## src/rtl/eth_pkg.sv

```systemverilog
// eth_pkg: shared encodings and default constants for the Ethernet TX
// scheduler (frame-type select codes, scheduler states, flag/address defaults).
package eth_pkg;

    // Frame type presented to the TX engine on tx_sel.
    typedef logic [1:0] tx_sel_t;
    localparam tx_sel_t SEL_NONE  = 2'b00;
    localparam tx_sel_t SEL_ARP   = 2'b01;
    localparam tx_sel_t SEL_MOTOR = 2'b10;
    localparam tx_sel_t SEL_AD    = 2'b11;

    // Scheduler sequencing states.
    typedef enum logic [1:0] {
        IDLE  = 2'b00,
        START = 2'b01,
        WAIT  = 2'b10,
        GAP   = 2'b11
    } sched_state_t;

    // Default frame flags and read base addresses.
    localparam logic [31:0] FLAG_MOTOR_DEF = 32'hE1EC_0C0D;
    localparam logic [31:0] FLAG_AD_DEF    = 32'hAD86_86DA;
    localparam logic [31:0] ADDR_MOTOR_DEF = 32'h0000_0000;
    localparam logic [31:0] ADDR_AD_DEF    = 32'h1000_0000;

    // Channel indices used by the motor/AD round-robin arbiter.
    localparam logic RR_MOTOR = 1'b0;
    localparam logic RR_AD    = 1'b1;

    // Data frames (motor, AD) take part in round-robin; ARP does not.
    function automatic logic sel_is_data(input tx_sel_t sel);
        return sel[1];
    endfunction

endpackage

```

## src/rtl/eth_tx_scheduler_if.sv

```systemverilog
// eth_tx_scheduler_if: frame handshake between the TX scheduler (master)
// and the UDP/ARP transmit engine (slave).
interface eth_tx_scheduler_if #(
    parameter int ADDR_W = 32
) ();
    import eth_pkg::*;

    logic              tx_start;  // one-cycle frame start pulse
    tx_sel_t           tx_sel;    // frame type, held for the whole frame
    logic [ADDR_W-1:0] tx_addr;   // read base address for the payload
    logic [31:0]       tx_flag;   // flag word inserted in the frame
    logic              tx_done;   // one-cycle pulse: frame fully sent
    logic              tx_abort;  // one-cycle pulse: frame abandoned

    modport master (
        output tx_start, tx_sel, tx_addr, tx_flag, tx_abort,
        input  tx_done
    );

    modport slave (
        input  tx_start, tx_sel, tx_addr, tx_flag, tx_abort,
        output tx_done
    );

endinterface

```

## src/rtl/eth_rr_arb2.sv

```systemverilog
// eth_rr_arb2: two-way round-robin arbiter. The grant is combinational from
// the request vector and a registered last-served pointer; the pointer only
// moves when the owner reports that a granted frame has finished.
module eth_rr_arb2
    import eth_pkg::*;
(
    input  logic       sys_clk,
    input  logic       sys_rst,
    input  logic [1:0] req_i,      // [0] motor, [1] AD
    input  logic       upd_i,      // a data frame finished (done or timeout)
    input  logic       upd_idx_i,  // channel that finished
    output logic       gnt_valid_o,
    output logic       gnt_idx_o
);

    logic last_q;
    logic last_d;

    // Grant selection: on a tie serve the channel that was not served last.
    always_comb begin
        // NOTE: every combinational output is defaulted first so no path can infer a latch.
        gnt_valid_o = |req_i;
        gnt_idx_o   = RR_MOTOR;
        last_d      = last_q;
        if (&req_i) begin
            gnt_idx_o = ~last_q;
        end else if (req_i[1]) begin
            gnt_idx_o = RR_AD;
        end
        if (upd_i) begin
            last_d = upd_idx_i;
        end
    end

    // Last-served pointer; resets to AD so motor wins the first tie.
    always_ff @(posedge sys_clk) begin
        // NOTE: state registers use non-blocking assignments so all flops update together.
        if (sys_rst) begin
            last_q <= RR_AD;
        end else begin
            last_q <= last_d;
        end
    end

endmodule

```

## src/rtl/eth_tx_scheduler.sv

```systemverilog
// eth_tx_scheduler: shares the UDP/ARP transmit engine between ARP replies
// (strict priority), motor frames and AD frames (round-robin). Each grant
// gets a one-cycle tx_start with address/flag context, a watchdog while the
// frame is in flight and an inter-frame gap afterwards.
// Optional feature macro: SCHED_STATS_EN adds four 16-bit wrapping counters
// (ARP/motor/AD completions and aborts) as extra output ports.
module eth_tx_scheduler
    import eth_pkg::*;
#(
    parameter int                          C_AXI_ADDR_WIDTH = 32,
    parameter logic [31:0]                 FLAG_MOTOR       = FLAG_MOTOR_DEF,
    parameter logic [31:0]                 FLAG_AD          = FLAG_AD_DEF,
    parameter logic [C_AXI_ADDR_WIDTH-1:0] C_ADDR_MOTOR2ETH = C_AXI_ADDR_WIDTH'(ADDR_MOTOR_DEF),
    parameter logic [C_AXI_ADDR_WIDTH-1:0] C_ADDR_AD2ETH    = C_AXI_ADDR_WIDTH'(ADDR_AD_DEF),
    parameter int                          WATCH_DOG_WIDTH  = 12,
    parameter int                          IFG_CYCLES       = 12
) (
    input  logic               sys_clk,
    input  logic               sys_rst,
    input  logic               trig_arp,
    input  logic               trig_package_rst,
    input  logic               motor_req,
    input  logic               ad_req,
    output logic               motor_ack,
    output logic               ad_ack,
    output logic               sched_busy,
    eth_tx_scheduler_if.master tx_if
`ifdef SCHED_STATS_EN
    ,
    output logic [15:0]        stat_arp_cnt,
    output logic [15:0]        stat_motor_cnt,
    output logic [15:0]        stat_ad_cnt,
    output logic [15:0]        stat_abort_cnt
`endif
);

    // Gap counter counts 0 .. IFG_CYCLES-1; a zero or one cycle gap still
    // spends a single cycle in GAP.
    localparam int               GAP_W    = (IFG_CYCLES > 1) ? $clog2(IFG_CYCLES) : 1;
    localparam logic [GAP_W-1:0] GAP_LAST = (IFG_CYCLES > 1) ? GAP_W'(IFG_CYCLES - 1) : '0;

    sched_state_t                state_q,     state_d;
    logic                        arp_pend_q,  arp_pend_d;
    tx_sel_t                     sel_q,       sel_d;
    logic [C_AXI_ADDR_WIDTH-1:0] addr_q,      addr_d;
    logic [31:0]                 flag_q,      flag_d;
    logic                        start_q,     start_d;
    logic                        abort_q,     abort_d;
    logic                        motor_ack_q, motor_ack_d;
    logic                        ad_ack_q,    ad_ack_d;
    logic [WATCH_DOG_WIDTH-1:0]  wd_q,        wd_d;
    logic [GAP_W-1:0]            gap_q,       gap_d;

    logic gnt_valid;
    logic gnt_idx;
    logic rr_upd;
    logic rr_upd_idx;
    logic wd_expired;

    assign wd_expired = (wd_q == '1);
    assign rr_upd_idx = (sel_q == SEL_AD);

    // Motor/AD round-robin; ARP priority is resolved here in IDLE.
    eth_rr_arb2 u_rr_arb (
        .sys_clk     (sys_clk),
        .sys_rst     (sys_rst),
        .req_i       ({ad_req, motor_req}),
        .upd_i       (rr_upd),
        .upd_idx_i   (rr_upd_idx),
        .gnt_valid_o (gnt_valid),
        .gnt_idx_o   (gnt_idx)
    );

    // Next-state and output decode for the IDLE/START/WAIT/GAP sequencer.
    always_comb begin
        state_d     = state_q;
        arp_pend_d  = arp_pend_q | trig_arp;
        sel_d       = sel_q;
        addr_d      = addr_q;
        flag_d      = flag_q;
        start_d     = 1'b0;
        abort_d     = 1'b0;
        motor_ack_d = 1'b0;
        ad_ack_d    = 1'b0;
        wd_d        = wd_q;
        gap_d       = gap_q;
        rr_upd      = 1'b0;

        unique case (state_q)
            IDLE: begin
                if (arp_pend_q) begin
                    // The pending flag is consumed by the grant that launches
                    // the ARP tx_start; a trig_arp in this or any later cycle
                    // queues another reply.
                    state_d    = START;
                    sel_d      = SEL_ARP;
                    addr_d     = '0;
                    flag_d     = '0;
                    arp_pend_d = trig_arp;
                end else if (gnt_valid) begin
                    state_d = START;
                    if (gnt_idx == RR_AD) begin
                        sel_d  = SEL_AD;
                        addr_d = C_ADDR_AD2ETH;
                        flag_d = FLAG_AD;
                    end else begin
                        sel_d  = SEL_MOTOR;
                        addr_d = C_ADDR_MOTOR2ETH;
                        flag_d = FLAG_MOTOR;
                    end
                end
            end

            START: begin
                start_d = 1'b1;
                wd_d    = '0;
                state_d = WAIT;
            end

            WAIT: begin
                wd_d = wd_q + 1'b1;
                // Completion takes precedence over a simultaneous timeout.
                if (tx_if.tx_done || wd_expired) begin
                    motor_ack_d = tx_if.tx_done && (sel_q == SEL_MOTOR);
                    ad_ack_d    = tx_if.tx_done && (sel_q == SEL_AD);
                    abort_d     = !tx_if.tx_done;
                    rr_upd      = sel_is_data(sel_q);
                    state_d     = GAP;
                    gap_d       = '0;
                    sel_d       = SEL_NONE;
                    addr_d      = '0;
                    flag_d      = '0;
                end
            end

            GAP: begin
                if (gap_q == GAP_LAST) begin
                    state_d = IDLE;
                end else begin
                    gap_d = gap_q + 1'b1;
                end
            end

            default: begin
                state_d = IDLE;
            end
        endcase

        // Package reset overrides everything: drop queued ARP (including one
        // arriving now), abandon any frame in flight and restart the gap.
        if (trig_package_rst) begin
            arp_pend_d  = 1'b0;
            abort_d     = (state_q == START) || (state_q == WAIT);
            start_d     = 1'b0;
            motor_ack_d = 1'b0;
            ad_ack_d    = 1'b0;
            rr_upd      = 1'b0;
            state_d     = GAP;
            gap_d       = '0;
            sel_d       = SEL_NONE;
            addr_d      = '0;
            flag_d      = '0;
        end
    end

    // Sequencer state, frame context and registered output pulses.
    always_ff @(posedge sys_clk) begin
        if (sys_rst) begin
            state_q     <= IDLE;
            arp_pend_q  <= 1'b0;
            sel_q       <= SEL_NONE;
            addr_q      <= '0;
            flag_q      <= '0;
            start_q     <= 1'b0;
            abort_q     <= 1'b0;
            motor_ack_q <= 1'b0;
            ad_ack_q    <= 1'b0;
            wd_q        <= '0;
            gap_q       <= '0;
        end else begin
            state_q     <= state_d;
            arp_pend_q  <= arp_pend_d;
            sel_q       <= sel_d;
            addr_q      <= addr_d;
            flag_q      <= flag_d;
            start_q     <= start_d;
            abort_q     <= abort_d;
            motor_ack_q <= motor_ack_d;
            ad_ack_q    <= ad_ack_d;
            wd_q        <= wd_d;
            gap_q       <= gap_d;
        end
    end

    assign tx_if.tx_start = start_q;
    assign tx_if.tx_sel   = sel_q;
    assign tx_if.tx_addr  = addr_q;
    assign tx_if.tx_flag  = flag_q;
    assign tx_if.tx_abort = abort_q;
    assign motor_ack      = motor_ack_q;
    assign ad_ack         = ad_ack_q;
    assign sched_busy     = (state_q != IDLE);

`ifdef SCHED_STATS_EN
    logic [15:0] stat_arp_q;
    logic [15:0] stat_motor_q;
    logic [15:0] stat_ad_q;
    logic [15:0] stat_abort_q;
    logic        arp_done;

    assign arp_done = (state_q == WAIT) && tx_if.tx_done && (sel_q == SEL_ARP)
                      && !trig_package_rst;

    // Completion/abort counters; they wrap naturally at 16 bits.
    always_ff @(posedge sys_clk) begin
        if (sys_rst) begin
            stat_arp_q   <= '0;
            stat_motor_q <= '0;
            stat_ad_q    <= '0;
            stat_abort_q <= '0;
        end else begin
            if (arp_done)    stat_arp_q   <= stat_arp_q + 16'd1;
            if (motor_ack_d) stat_motor_q <= stat_motor_q + 16'd1;
            if (ad_ack_d)    stat_ad_q    <= stat_ad_q + 16'd1;
            if (abort_d)     stat_abort_q <= stat_abort_q + 16'd1;
        end
    end

    assign stat_arp_cnt   = stat_arp_q;
    assign stat_motor_cnt = stat_motor_q;
    assign stat_ad_cnt    = stat_ad_q;
    assign stat_abort_cnt = stat_abort_q;
`endif

endmodule

```

## src/flat_wrapper.sv

```systemverilog
// flat-port wrapper written by rule: the top's interface ports become plain ports
module eth_tx_scheduler_flat import eth_pkg::*;
#(
    parameter int                          C_AXI_ADDR_WIDTH = 32,
    parameter logic [31:0]                 FLAG_MOTOR       = FLAG_MOTOR_DEF,
    parameter logic [31:0]                 FLAG_AD          = FLAG_AD_DEF,
    parameter logic [C_AXI_ADDR_WIDTH-1:0] C_ADDR_MOTOR2ETH = C_AXI_ADDR_WIDTH'(ADDR_MOTOR_DEF),
    parameter logic [C_AXI_ADDR_WIDTH-1:0] C_ADDR_AD2ETH    = C_AXI_ADDR_WIDTH'(ADDR_AD_DEF),
    parameter int                          WATCH_DOG_WIDTH  = 12,
    parameter int                          IFG_CYCLES       = 12
)
  (sys_clk, sys_rst, trig_arp, trig_package_rst, motor_req, ad_req, motor_ack, ad_ack, sched_busy, tx_if_tx_start, tx_if_tx_sel, tx_if_tx_addr, tx_if_tx_flag, tx_if_tx_abort, tx_if_tx_done);
  eth_tx_scheduler_if tx_if_i ();
  input  logic sys_clk;
  input  logic sys_rst;
  input  logic trig_arp;
  input  logic trig_package_rst;
  input  logic motor_req;
  input  logic ad_req;
  output logic motor_ack;
  output logic ad_ack;
  output logic sched_busy;
  output wire logic [$bits(tx_if_i.tx_start)-1:0] tx_if_tx_start;
  output wire logic [$bits(tx_if_i.tx_sel)-1:0] tx_if_tx_sel;
  output wire logic [$bits(tx_if_i.tx_addr)-1:0] tx_if_tx_addr;
  output wire logic [$bits(tx_if_i.tx_flag)-1:0] tx_if_tx_flag;
  output wire logic [$bits(tx_if_i.tx_abort)-1:0] tx_if_tx_abort;
  input wire logic [$bits(tx_if_i.tx_done)-1:0] tx_if_tx_done;
  assign tx_if_tx_start = tx_if_i.tx_start;
  assign tx_if_tx_sel = tx_if_i.tx_sel;
  assign tx_if_tx_addr = tx_if_i.tx_addr;
  assign tx_if_tx_flag = tx_if_i.tx_flag;
  assign tx_if_tx_abort = tx_if_i.tx_abort;
  assign tx_if_i.tx_done = tx_if_tx_done;
  eth_tx_scheduler #(.C_AXI_ADDR_WIDTH(C_AXI_ADDR_WIDTH), .FLAG_MOTOR(FLAG_MOTOR), .FLAG_AD(FLAG_AD), .C_ADDR_MOTOR2ETH(C_ADDR_MOTOR2ETH), .C_ADDR_AD2ETH(C_ADDR_AD2ETH), .WATCH_DOG_WIDTH(WATCH_DOG_WIDTH), .IFG_CYCLES(IFG_CYCLES)) u_core (.sys_clk(sys_clk), .sys_rst(sys_rst), .trig_arp(trig_arp), .trig_package_rst(trig_package_rst), .motor_req(motor_req), .ad_req(ad_req), .motor_ack(motor_ack), .ad_ack(ad_ack), .sched_busy(sched_busy), .tx_if(tx_if_i));
endmodule
```

## config.mk

```make
export PLATFORM = sky130hd
export DESIGN_NAME = eth_tx_scheduler_flat
export DESIGN_NICKNAME = d
export VERILOG_FILES = /design/src/rtl/eth_pkg.sv /design/src/rtl/eth_tx_scheduler_if.sv /design/src/rtl/eth_rr_arb2.sv /design/src/rtl/eth_tx_scheduler.sv /design/src/flat_wrapper.sv
export SDC_FILE = /design/constraint.sdc
export NUM_CORES = 1
export LEC_CHECK = 0
export ABC_AREA = 1
export CAP_MARGIN = 0
export CORE_MARGIN = 1
export CORE_UTILIZATION = 50
export DETAILED_ROUTE_END_ITERATION = 6
export DONT_BUFFER_PORTS = 1
export GPL_TIMING_DRIVEN = 0
export PLACE_DENSITY = 0.64
export RECOVER_POWER = 25
export SYNTH_ARGS = -nofsm -noshare
export SYNTH_HDL_FRONTEND = slang
export SYNTH_SLANG_ARGS = --single-unit
```

## constraint.sdc

```tcl
create_clock -name sys_clk -period 1.6 [get_ports sys_clk]
set_input_delay 0.32 -clock sys_clk [delete_from_list [all_inputs] [get_ports sys_clk]]
set_output_delay 0.32 -clock sys_clk [all_outputs]
set_load 0.02 [all_outputs]
```

== After elaboration in Yosys (flattened, before gate mapping) ==
Cells that the tools add are included.
W data, S select, Z words.

* Bits in registers: 90
* Bits of input ports: 7
* Output and inout bits: 71
* Logic and storage cells: 83

* Add/sub/neg operators: 2
* Equality and inequality tests: 13
* Mux-type cells: 35
* Bitwise gates (word level): 4
* Reduce and logical (&&, ||, !) cells: 17

{| class="wikitable"
|+ Operator list
! kind !! number
|-
| $mux W32 || 5
|-
| $pmux W32 S2 || 2
|-
| $mux W31 || 1
|-
| $mux W29 || 1
|-
| $pmux W12 S2 || 1
|-
| $mux W2 || 8
|-
| $add A12 B1 Y12 const B || 1
|-
| $eq A12 B12 Y1 const B || 1
|-
| $mux W1 || 12
|-
| $reduce_and A3 Y1 || 3
|-
| $eq A2 B2 Y1 const B || 4
|-
| $mux W4 || 2
|-
| $pmux W2 S4 || 1
|-
| $pmux W4 S2 || 1
|-
| $reduce_bool A2 Y1 || 4
|-
| $ne A3 B2 Y1 const B || 2
|-
| $add A4 B1 Y4 const B || 1
|-
| $eq A4 B4 Y1 const B || 1
|-
| $ne A4 B2 Y1 const B || 1
|-
| $pmux W2 S2 || 1
|-
| $reduce_or A2 Y1 || 2
|-
| $reduce_or A4 Y1 || 1
|-
| $ne A3 B1 Y1 const B || 1
|-
| $not A1 Y1 || 3
|-
| 9 further kinds || 11
|}

== Depth between registers and ports, before layout ==
* Depth in word-level cells: 6
* Mapped depth: 11
* Mapped depth without buffers: 10

== Cells and area by module ==
From an unflattened synthesis, not the netlist that was laid out.

* Cells, all modules: 247
* Area total of the unflattened synthesis: 1,891.8 um^2

{| class="wikitable"
|+ Modules (own cells, without submodules)
! module !! instances !! cells an instance !! area each (um^2) !! seq. area each (um^2)
|-
| eth_tx_scheduler || 1 || 239 || 1,838.0 || 540.5
|-
| eth_rr_arb2 || 1 || 8 || 53.8 || 20.0
|}

== Worst setup path before layout ==
Ideal clock, no wire load.

* Path kind: reg-to-reg
* Start: reg u_core.state_q[0]
* End: reg u_core.wd_q[10]
* Library setup time: 113 ps
* Arrival time: 1,376 ps
* Data required time: 1,487 ps
* Path slack: 112 ps
* Cell stages (with the launch flop): 11
* Path buffers: 1
* Period minus slack after synthesis: 1,488 ps
* Cells stage by stage: dfxtp_1 > inv_1 > ha_1 > buf_4 > nand3_2 > nor2_4 > nand2_2 > nor2_2 > nand2_1 > nor2_1 > nor2_1

* Longest elaborated chain between the ends: 2
* Elaborated cells on any way between the ends: 4
* Those cells by class: 2 x eq/ne; 1 x mux; 1 x reduce/logical

{| class="wikitable"
|+ RTL lines
! item !! line !! text
|-
| from (decl) || eth_tx_scheduler.sv:42 || <nowiki>sched_state_t state_q, state_d;</nowiki>
|-
| from (signal assigned) || eth_tx_scheduler.sv:181 || <nowiki>state_q <= state_d;</nowiki>
|-
| $eq A2 B2 Y1 or $eq A2 B1 Y1 (tied branches) || eth_tx_scheduler.sv:89 || <nowiki>unique case (state_q)</nowiki>
|-
| $pmux W12 S2 or $reduce_bool A2 Y1 (tied branches) || - ||
|-
| to (signal assigned) || eth_tx_scheduler.sv:190 || <nowiki>wd_q <= wd_d;</nowiki>
|-
| to (decl) || eth_tx_scheduler.sv:51 || <nowiki>logic [WATCH_DOG_WIDTH-1:0] wd_q, wd_d;</nowiki>
|}

Parallel ways exist; a longest one is shown, timed or not.
A chain may end at the register's enable or synchronous reset.

== Worst setup path after layout ==
* Start: reg u_core.state_q[1]
* End: reg u_core.wd_q[10]

Same word-level chain as after synthesis.

==> metrics.md <==
| Metric | Value |
|---|---|
| Status | `finished, final reports clean` |
| Core Box Area | `3470 sq um` |
| Drt via density | `4.45` |
| Fraction of layout cells with a size suffix above 1 | `0.344` |
| Post-Syn Instances | `253` |
| Clock transition at the registers of the reported paths | `0.09 ns` |
| Area share of and/or/nand/nor cells after synthesis | `0.247` |
| CP Capture Type | `flip-flop` |
| Diode count | `0` |
| Port-buffer cells | `0` |
| Min Tclk post-route | `1.48 ns` |
| Initial drt markers | `72` |
| CP peak stage delay | `0.37 ns` |
| Total die area | `4000 sq um` |
| CP cell instances | `inv_2 -> ha_4 -> buf_6 -> nand3_4 -> nor2_4 -> nand2_2 -> nor2_2 -> nand2_1 -> nor2_1 -> nor2_1` |
| Drt wl/cell | `9.43 um` |
| Area leader, netlist | `dfxtp_1` |
| I/O pins | `78` |
| Die Span X | `63.3 um` |
| Largest cells by area after synthesis | `dfxtp_1 30%, buf_4 25%, nand2_1 6.4%` |
| Syn avg cell area | `7.42 sq um` |
| Power Internal | `1.25 mW` |
| Fin. max-slew vios | `0` |
| First-pass iteration count of the detailed router | `4` |
| Synth async-reset ratio | `0` |
| Mux contribution to synthesized area | `0` |
| Critical Path AT | `1.66 ns` |
| Post-CTS Hold Buffers | `0` |
| DP HPWL | `2400 um` |
| CP required | `1.79 ns` |
| CTS sink count | `28` |
| Final Hold Violating Endpoints | `0` |
| CTS tree | `built` |
| Mapped cell area | `1880 sq um` |
| Setup crit start kind | `flip-flop` |
| Highest clock rate | `677 MHz` |
| Design Area, Final | `2250 sq um` |
| Synth Flop Type | `dfxtp_1` |
| Power share of the clock group | `0.230` |
| Placed instance count | `338` |
| Maxcap violations | `0` |
| Critical-path top delay cell | `dfxtp_2` |
| Sequential Power Share | `0.414` |
| Synth top cells by count | `63 x buf_4, 32 x nand2_1, 28 x dfxtp_1, 25 x inv_1, 21 x nor2_1` |
| Routed length on met1 | `1540 um` |
| H-Tree Level Count | `1` |
| Psw | `0.664 mW` |
| Peak VDD IR | `0.418 mV` |
| Cell Count, Final, Fillers Out | `351` |
| Grt ovf | `0` |
| P per Cell Area | `849 nW/um^2` |
| Uppermost layer routed | `met4` |
| Setup TNS | `0 ns` |
| CTS buffer count | `3` |
| Sequential area share after synthesis | `0.299` |
| Clk buf depth | `2` |
| Via count | `1563` |
| GRT Util Overall | `0.158` |
| Critical path type | `reg -> reg` |
| Placed Area | `2080 sq um` |
| Num rows | `21` |
| Main combinational cell family by area after synthesis | `buffers and inverters` |
| Synth Area in Compound Gates | `0.0827` |
| CP Max Fanout | `5` |
| Filler instances | `319` |
| Pin count of the biggest net entering global routing | `16` |
| Worst Skew | `0.00501 ns` |
| Final ANT Viol Nets | `0` |
| Die Y-Extent | `63.3 um` |
| Clk_lat worst skew | `0.28 ns` |
| Synth unique cells | `28` |
| Area delta synth->final | `20.1%` |
| Leak | `1.11 nW` |
| GPL Wtd Cong | `0.792` |
| Post-synth top area share | `0.299` |
| Wirelength, routed | `3310 um` |
| Metal2 WL | `1430 um` |
| Number of flops mapped to enable cells by yosys | `0` |
| Most common cell on crit path | `nor2_1` |
| Hold crit path type | `in -> reg` |
| Yosys reg bits | `28` |
| Final setup fails | `0` |
| First-pass GRT wire length | `5080 um` |
| Adder and majority gate portion of the synthesized area | `0.0467` |
| Comb pwr share | `0.356` |
| Count leader, synth | `buf_4` |
| Vias in the first global route | `1185` |
| Post-Synth XOR/XNOR Area | `0.0140` |
| Residual DRC | `0` |
| Switch share | `0.347` |
| Routed met3 length | `277 um` |
| Initial antenna violation count | `0` |
| CTS root buf | `clkbuf_8` |
| Hold WS | `0.0932 ns` |
| Ys Warns | `0` |
| Final Cycle Share | `0.923` |
| Initial Util | `0.541` |
| Nets | `320` |
per-layer routing:
layer / vias up / track usage
li1: 810 / -
met1: 677 / 0.209
met2: 71 / 0.242
met3: 5 / 0.0326
met4: 0 / 0.0767
met5: - / 0
worst paths after layout:
kind / slack, ns / endpoint / from / cells past startpoint
setup reg to reg: 0.12 / u_core.wd_q[10] / u_core.state_q[1] / 10
hold / removal: 0.09 / u_core.state_q[1] / sys_rst / 1
hold reg to reg: 0.49 / u_core.state_q[1] / u_core.state_q[1] / 2
setup / recovery: 0.12 / u_core.wd_q[10] / u_core.state_q[1] / 10
critical path, delay by kind of cell, from the launching register on:
family / cells / cell delay (ns)
buf+inv: 2 / 0.18
fa+ha+maj: 1 / 0.27
flops: 1 / 0.37
simple gates: 7 / 0.55
state kept, by name (all words and copies together), names as in the netlist:
register and count:
u_core.ad_ack 1, u_core.tx_if.tx_sel 1, u_core.state_q 2, u_core.u_rr_arb.last_q 1, u_core.tx_if.tx_start 1, u_core.wd_q 12
u_core.arp_pend_q 1, u_core.gap_q 4, u_core.tx_if.tx_abort 1, u_core.tx_if.tx_flag 3, u_core.motor_ack 1
metrics by stage:
step | utilization | worst slack [ns] | total power, mW
after global routing | 0.650 | -0.0199 | 2.03
after CTS | 0.624 | 0.00785 | 1.83
after detailed placement | 0.600 | -0.0944 | 1.37
after global placement | 0.600 | -0.0752 | 1.37
after floorplan | - | 0.112 | 1.31
final | 0.650 | 0.123 | 1.91
power by group through the flow:
stage               sequential, mW  clock, mW  combinational (mW)
floorplan                    0.795          0               0.512
global route                 0.799      0.486               0.743
detailed placement           0.804          0               0.564
global placement             0.803          0               0.567
finish                       0.792      0.440               0.682
CTS                          0.791      0.449               0.588
area by class of cell:
cell class                      count  area (sq um)  area share
Timing Repair Buffer                9          65.1      0.0289
Clock buffer                        4          55.1      0.0244
Multi-Input combinational cell    173           930       0.412
Inverter                           28           106      0.0472
Buffer                             63           477       0.211
Sequential cell                    28           564       0.250
Tap cell                           46          57.6      0.0255
kinds of logic after synthesis:
kind of cell / Yosys count
adders and majority gates: 7
DFF: 28
xor gates and xnor gates: 3
AOI/OAI and AO/OA: 28
and+or+nand+nor: 95
other: 1
buffers and inverters: 91
repair_timing:
| item | CTS | global route |
|---|---|---|
| pin swaps | 2 | 1 |
| endpoints found under the setup margin | 7 | 16 |
| gates resized for setup | 5 | 9 |
| setup buffers | 2 | 6 |
| cloned | 0 | 1 |
cells in the final DEF, fill, tap and decap left out, types with 6 or more instances in the layout:
cell type  count
inv_1         23
dfxtp_1       25
conb_1        40
nand3_1       12
a21oi_1       18
o21ai_0        6
nand2_1       32
nand4_1        6
nor2_1        20
buf_4         70
No activity file was read; power rests on OpenSTA's default activity.
